--- config.mk ---
export PLATFORM = sky130hd
export DESIGN_NAME = mul_issue_ctrl
export DESIGN_NICKNAME = d
export VERILOG_FILES = /design/src/rtl/mul_issue_ctrl_pkg.sv /design/src/rtl/mul_sb_entry_cmp.sv /design/src/rtl/mul_issue_ctrl.sv
export SDC_FILE = /design/constraint.sdc
export NUM_CORES = 1
export LEC_CHECK = 0
export CAP_MARGIN = 20
export CELL_PAD_IN_SITES_DETAIL_PLACEMENT = 0
export CELL_PAD_IN_SITES_GLOBAL_PLACEMENT = 1
export CORE_ASPECT_RATIO = 2
export CORE_MARGIN = 1
export CORE_UTILIZATION = 25
export DETAILED_ROUTE_END_ITERATION = 8
export PLACE_DENSITY = 0.84
export SKIP_LAST_GASP = 1
export SYNTH_ARGS = -nofsm -noshare
export SYNTH_HDL_FRONTEND = slang
export SYNTH_SLANG_ARGS = --single-unit
--- constraint.sdc ---
create_clock -name clk_i -period 2.51 [get_ports clk_i]
set_clock_uncertainty 0.1 [all_clocks]
set_input_delay 0.502 -clock clk_i [delete_from_list [all_inputs] [get_ports clk_i]]
set_output_delay 0.502 -clock clk_i [all_outputs]
set_load 0.005 [all_outputs]
--- src/rtl/mul_issue_ctrl_pkg.sv ---
// Shared definitions for the multiply issue controller: the M-extension opcode
// match/mask constants and the scoreboard entry type.
package mul_issue_ctrl_pkg;

    localparam logic [31:0] INST_MUL        = 32'h0200_0033;
    localparam logic [31:0] INST_MUL_MASK   = 32'hfe00_707f;
    localparam logic [31:0] INST_MULH       = 32'h0200_1033;
    localparam logic [31:0] INST_MULH_MASK  = 32'hfe00_707f;
    localparam logic [31:0] INST_MULHSU     = 32'h0200_2033;
    localparam logic [31:0] INST_MULHSU_MASK = 32'hfe00_707f;
    localparam logic [31:0] INST_MULHU      = 32'h0200_3033;
    localparam logic [31:0] INST_MULHU_MASK = 32'hfe00_707f;

    typedef struct packed {
        logic       v;
        logic [4:0] rd;
    } sb_entry_t;

    function automatic logic is_mul_op(input logic [31:0] op);
        return ((op & INST_MUL_MASK)    == INST_MUL)    ||
               ((op & INST_MULH_MASK)   == INST_MULH)   ||
               ((op & INST_MULHSU_MASK) == INST_MULHSU) ||
               ((op & INST_MULHU_MASK)  == INST_MULHU);
    endfunction

endpackage

--- src/rtl/mul_sb_entry_cmp.sv ---
// One scoreboard stage: holds an in-flight {v, rd} and compares it against the
// sources and destination of the instruction in the issue slot.
module mul_sb_entry_cmp
    import mul_issue_ctrl_pkg::*;
(
    input  logic       clk_i,
    input  logic       rst_i,
    input  logic       hold_i,
    input  sb_entry_t  d,
    output sb_entry_t  q,
    input  logic [4:0] ra_idx,
    input  logic [4:0] rb_idx,
    input  logic [4:0] rd_idx,
    output logic       ra_hit,
    output logic       rb_hit,
    output logic       waw_hit
);

    logic live;

    always_ff @(posedge clk_i or posedge rst_i) begin
        if (rst_i)
            q <= '0;
        else if (!hold_i)
            q <= d;
    end

    // x0 never carries a result, so it can never create a dependency
    assign live    = q.v & (q.rd != 5'd0);
    assign ra_hit  = live & (q.rd == ra_idx);
    assign rb_hit  = live & (q.rd == rb_idx);
    assign waw_hit = live & (q.rd == rd_idx);

endmodule

--- src/rtl/mul_issue_ctrl.sv ---
// Issue-side controller for the pipelined multiplier: decode, hazard stall and
// writeback tracking. Optional feature macro: MUL_BYPASS_EN (writeback-stage bypass).
module mul_issue_ctrl
    import mul_issue_ctrl_pkg::*;
#(
    parameter int MULT_STAGES = 2
) (
    input  logic        clk_i,
    input  logic        rst_i,
    input  logic        hold_i,
    input  logic        issue_valid_i,
    input  logic [31:0] issue_opcode_i,
    input  logic        issue_invalid_i,
    input  logic [4:0]  issue_rd_idx_i,
    input  logic [4:0]  issue_ra_idx_i,
    input  logic [4:0]  issue_rb_idx_i,
    output logic        issue_stall_o,
    output logic        mul_valid_o,
    output logic        wb_valid_o,
    output logic [4:0]  wb_rd_idx_o,
    output logic [1:0]  inflight_o
`ifdef MUL_BYPASS_EN
    ,
    output logic        bypass_ra_o,
    output logic        bypass_rb_o
`endif
);

    localparam int LAST = MULT_STAGES - 1;

`ifdef MUL_BYPASS_EN
    // The writeback stage value is forwarded, so it no longer blocks readers
    localparam logic [MULT_STAGES-1:0] RAW_MASK = {1'b0, {(MULT_STAGES-1){1'b1}}};
`else
    localparam logic [MULT_STAGES-1:0] RAW_MASK = {MULT_STAGES{1'b1}};
`endif

    sb_entry_t               sb_d [MULT_STAGES];
    sb_entry_t               sb_q [MULT_STAGES];
    logic [MULT_STAGES-1:0]  ra_hit;
    logic [MULT_STAGES-1:0]  rb_hit;
    logic [MULT_STAGES-1:0]  waw_hit;
    logic [MULT_STAGES-1:0]  v_vec;
    logic                    mul_w;
    logic [1:0]              cnt;

    assign mul_w = issue_valid_i & ~issue_invalid_i & is_mul_op(issue_opcode_i);

    genvar g;
    generate
        for (g = 0; g < MULT_STAGES; g++) begin : g_sb
            if (g == 0) begin : g_head
                assign sb_d[g] = '{v: mul_valid_o & (issue_rd_idx_i != 5'd0),
                                   rd: issue_rd_idx_i};
            end else begin : g_shift
                assign sb_d[g] = sb_q[g-1];
            end

            mul_sb_entry_cmp u_entry (
                .clk_i   (clk_i),
                .rst_i   (rst_i),
                .hold_i  (hold_i),
                .d       (sb_d[g]),
                .q       (sb_q[g]),
                .ra_idx  (issue_ra_idx_i),
                .rb_idx  (issue_rb_idx_i),
                .rd_idx  (issue_rd_idx_i),
                .ra_hit  (ra_hit[g]),
                .rb_hit  (rb_hit[g]),
                .waw_hit (waw_hit[g])
            );

            assign v_vec[g] = sb_q[g].v;
        end
    endgenerate

    // Stall never depends on mul_valid_o, which keeps the issue path loop-free
    assign issue_stall_o = issue_valid_i &
                           ((|((ra_hit | rb_hit) & RAW_MASK)) | (|waw_hit));
    assign mul_valid_o   = mul_w & ~issue_stall_o & ~hold_i;

    assign wb_valid_o    = sb_q[LAST].v;
    assign wb_rd_idx_o   = sb_q[LAST].rd;

    always_comb begin
        cnt = '0;
        for (int i = 0; i < MULT_STAGES; i++)
            cnt = cnt + {1'b0, v_vec[i]};
    end
    assign inflight_o = cnt;

`ifdef MUL_BYPASS_EN
    assign bypass_ra_o = ra_hit[LAST];
    assign bypass_rb_o = rb_hit[LAST];
`endif

endmodule

==> results <==
==> cell type report <==
cell class,count,area [um2]
Clock buffer,4,55.05
Fill cell,366,1964
Inverter,1,3.754
Multi-Input combinational cell,76,658.1
Sequential cell,12,302.8
Tap cell,49,61.31
Timing Repair Buffer,64,561.8
==> worst min-delay path by stage <==
stage	to	slack, ns	startpoint
after global placement	g_sb[0].u_entry.q[5]	0.47	g_sb[0].u_entry.q[5]
after floorplan	g_sb[0].u_entry.q[0]	0.27	rst_i
after global routing	g_sb[1].u_entry.q[5]	0.52	g_sb[1].u_entry.q[5]
after detailed placement	g_sb[0].u_entry.q[5]	0.48	g_sb[0].u_entry.q[5]
after CTS	g_sb[0].u_entry.q[5]	0.49	g_sb[0].u_entry.q[5]
final	g_sb[0].u_entry.q[4]	0.47	rst_i
==> stage by stage <==
stage	setup slack (ns)	setup TNS [ns]	cell area (um2)
floorplan	0.4731	0	949.7
global placement	-0.5480	-1.088	1551
detailed placement	-0.5522	-1.037	1551
CTS	-0.005774	-0.008210	1618
global route	-0.02928	-0.02928	1643
finish	0.03177	0	1643
==> cells in the mapped netlist, drive strengths merged <==
cell type  count
xor2          26
dfrtp         12
mux2          11
nor3           7
buf            6
nor2           5
nand3          4
xnor2          4
or4            3
a21oi          2
a22oi          2
nand2          2
nor4b          2
o211ai         2
ha             1
inv            1
nor3b          1
nor4           1
o21ai          1
o31ai          1
or2            1
==> cells by family after synthesis <==
| group | count (synthesis) |
|---|---|
| compound gates | 8 |
| buf+inv | 7 |
| xor+xnor | 30 |
| flops | 12 |
| mux | 11 |
| simple gates | 26 |
| fa+ha+maj | 1 |
==> report_power, final <==
| group | internal [mW] | total, mW | switching [mW] |
|---|---|---|---|
| Clock | 0.139 | 0.212 | 0.0733 |
| Sequential | 0.215 | 0.238 | 0.0233 |
| Combinational | 0.156 | 0.267 | 0.111 |
| Total | 0.509 | 0.716 | 0.207 |
==> layer usage <==
layer	vias up	routed length (um)
met1	458	911
met5	-	0
met2	23	1753
met4	0	125
li1	453	-
met3	11	69
==> worst max-delay path, delay by kind of cell (launching register included) <==
kind / cells / cell delay [ns]
AND/OR/NAND/NOR: 2 / 0.68
flip-flops: 1 / 0.38
AO/OA/AOI/OAI: 2 / 0.30
buffers and inverters: 2 / 0.28
==> what timing repair did <==
| action | 4_1_cts | 5_1_grt |
|---|---|---|
| gates cloned | 0 | 0 |
| pin swaps | 12 | 4 |
| buffers inserted | 2 | 0 |
| endpoints found under the setup margin | 2 | 2 |
| hold endpoints to repair | 0 | 0 |
| gates resized for setup | 26 | 8 |
==> flow_summary.yaml <==
sta:
  hold_ws_ns: 0.4739
  worstMarginPinSlew_ns: 0.4659
  fin_crit_sh_pct: 98.73
  setup_violations: 0
  hold_violations: 0
  slew_violations: 0
  max_freq_ghz: 0.4035
  period_minus_slack_ns: 2.478
  max-slew-margin-rel_pct: 68.90
  rsz0062_at_grt: "true"
layout:
  area_growth_pct: 72.99
  largest_reg_flops: 12
  largest_register: "g_sb.u_entry.q"
  final_cell_mix: "clkdlybuf4s50_1, xor2_1, buf_4"
  layout.nets: 211
  top_regs: "g_sb.u_entry.q (12)"
  final_cells: 206
  postLayoutCoreUtil_pct: 45.54
  diodes: 0
  drive_above_1_share_pct: 33.12
  layout_commonest_cell: "clkdlybuf4s50_1"
power_and_ir_drop:
  power_leakage_nw: 0.7015
  powerDensity_mw_per_mm2: 436.1
  irDropWorstVdd_v: 0.0003010
  total_power_mw: 0.7164
clock_tree:
  clk_pin_slew_ns: 0.06
  holdBufCountCts: 0
  cts_buffers: 3
  htree_levels: 1
  cts_root_buf: "clkbuf_8"
  cts_sinks: 12
  clk_latency_ns: 0.24
  cts_buffer_depth: 2
  tritoncts: "done"
critical_path:
  critical_path_class: "flop to output pin"
  reg2reg_from: "g_sb[1].u_entry.q[3]"
  worstPathMaxFanout: 2
  endpoint_kind: "output pin"
  required_ns: 1.91
  max_stage_delay_ns: 0.53
  reg2regPathDepth: 6
  crit_start: "g_sb[1].u_entry.q[3]"
  reg2reg_slack_ns: 0.63
  start_kind: "flop"
  cp_data_arrival_time_ns: 1.88
  slowest_stage: "or4_1"
  crit_chain: "or4_1 > o211ai_1 > a21oi_2 > buf_4 > nor3b_2 > buf_2"
  critPathCapture: "mul_valid_o"
  regToRegEndpoint: "g_sb[0].u_entry.q[5]"
floorplan:
  core_region_area_mm2: 0.003607
  row_count: 31
  initial_utilization_pct: 26.33
  io_pins: 62
  die_w_um: 45.58
  die-area_mm2: 0.004064
  die_h_um: 89.16
placement:
  dp.cells: 200
  dpl.hpwl_um: 2393
  routabilityCongestion: 0.8542
  port_buffers: 44
routing:
  vias: 945
  drc: 0
  wl_um: 2860
  drt-vias-per-instance: 4.587
  drt_iter0_markers: 11
  first_pass_iters: 4
  wl_per_cell_um: 13.88
  antenna_left: 0
hold_path:
  hold_class: "input port to async pin"
logic_synthesis:
  synth-simple-area-share_pct: 15.28
  yosysWarnings: 0
  synth_area_per_cell_um2: 9.996
  synthMuxAreaShare_pct: 13.04
  syn_inst: 95
  synth_area_um2: 949.7
  ys_seq_area_share_pct: 31.62
  synth_top_cell_area_share_pct: 31.62
  synth-adder-area-share_pct: 1.318
  synth_xor_xnor_area_share_pct: 27.67
  synthTopCellsByArea: "dfrtp_1, xor2_1, mux2_2, nor3_1, xnor2_1"
  yosysTopAreaCell: "dfrtp_1"
  syn_nets: 148
  ys_ff_latch: 12
  synth_compound_area_share_pct: 6.983
  synth_top_family_by_area: "XOR/XNOR gates"
  synth.distinct_cells: 26
global_routing:
  grt_pass1_vias: 997
  antenna_found_initial: 0
  grt_use_met2_pct: 28.83
  grt_overflow_total: 0
  met3_usage_pct: 0.6061
  use_met1_pct: 14.89
  track_usage_pct: 15.42
  grt_max_degree: 13
  busiest_layer: "met2"
  grt_pass1_wl_um: 4471
run:
  drv_cap: 0
status:
  run_status: "finished, final reports clean"
Power figures use the tool's default switching activity.
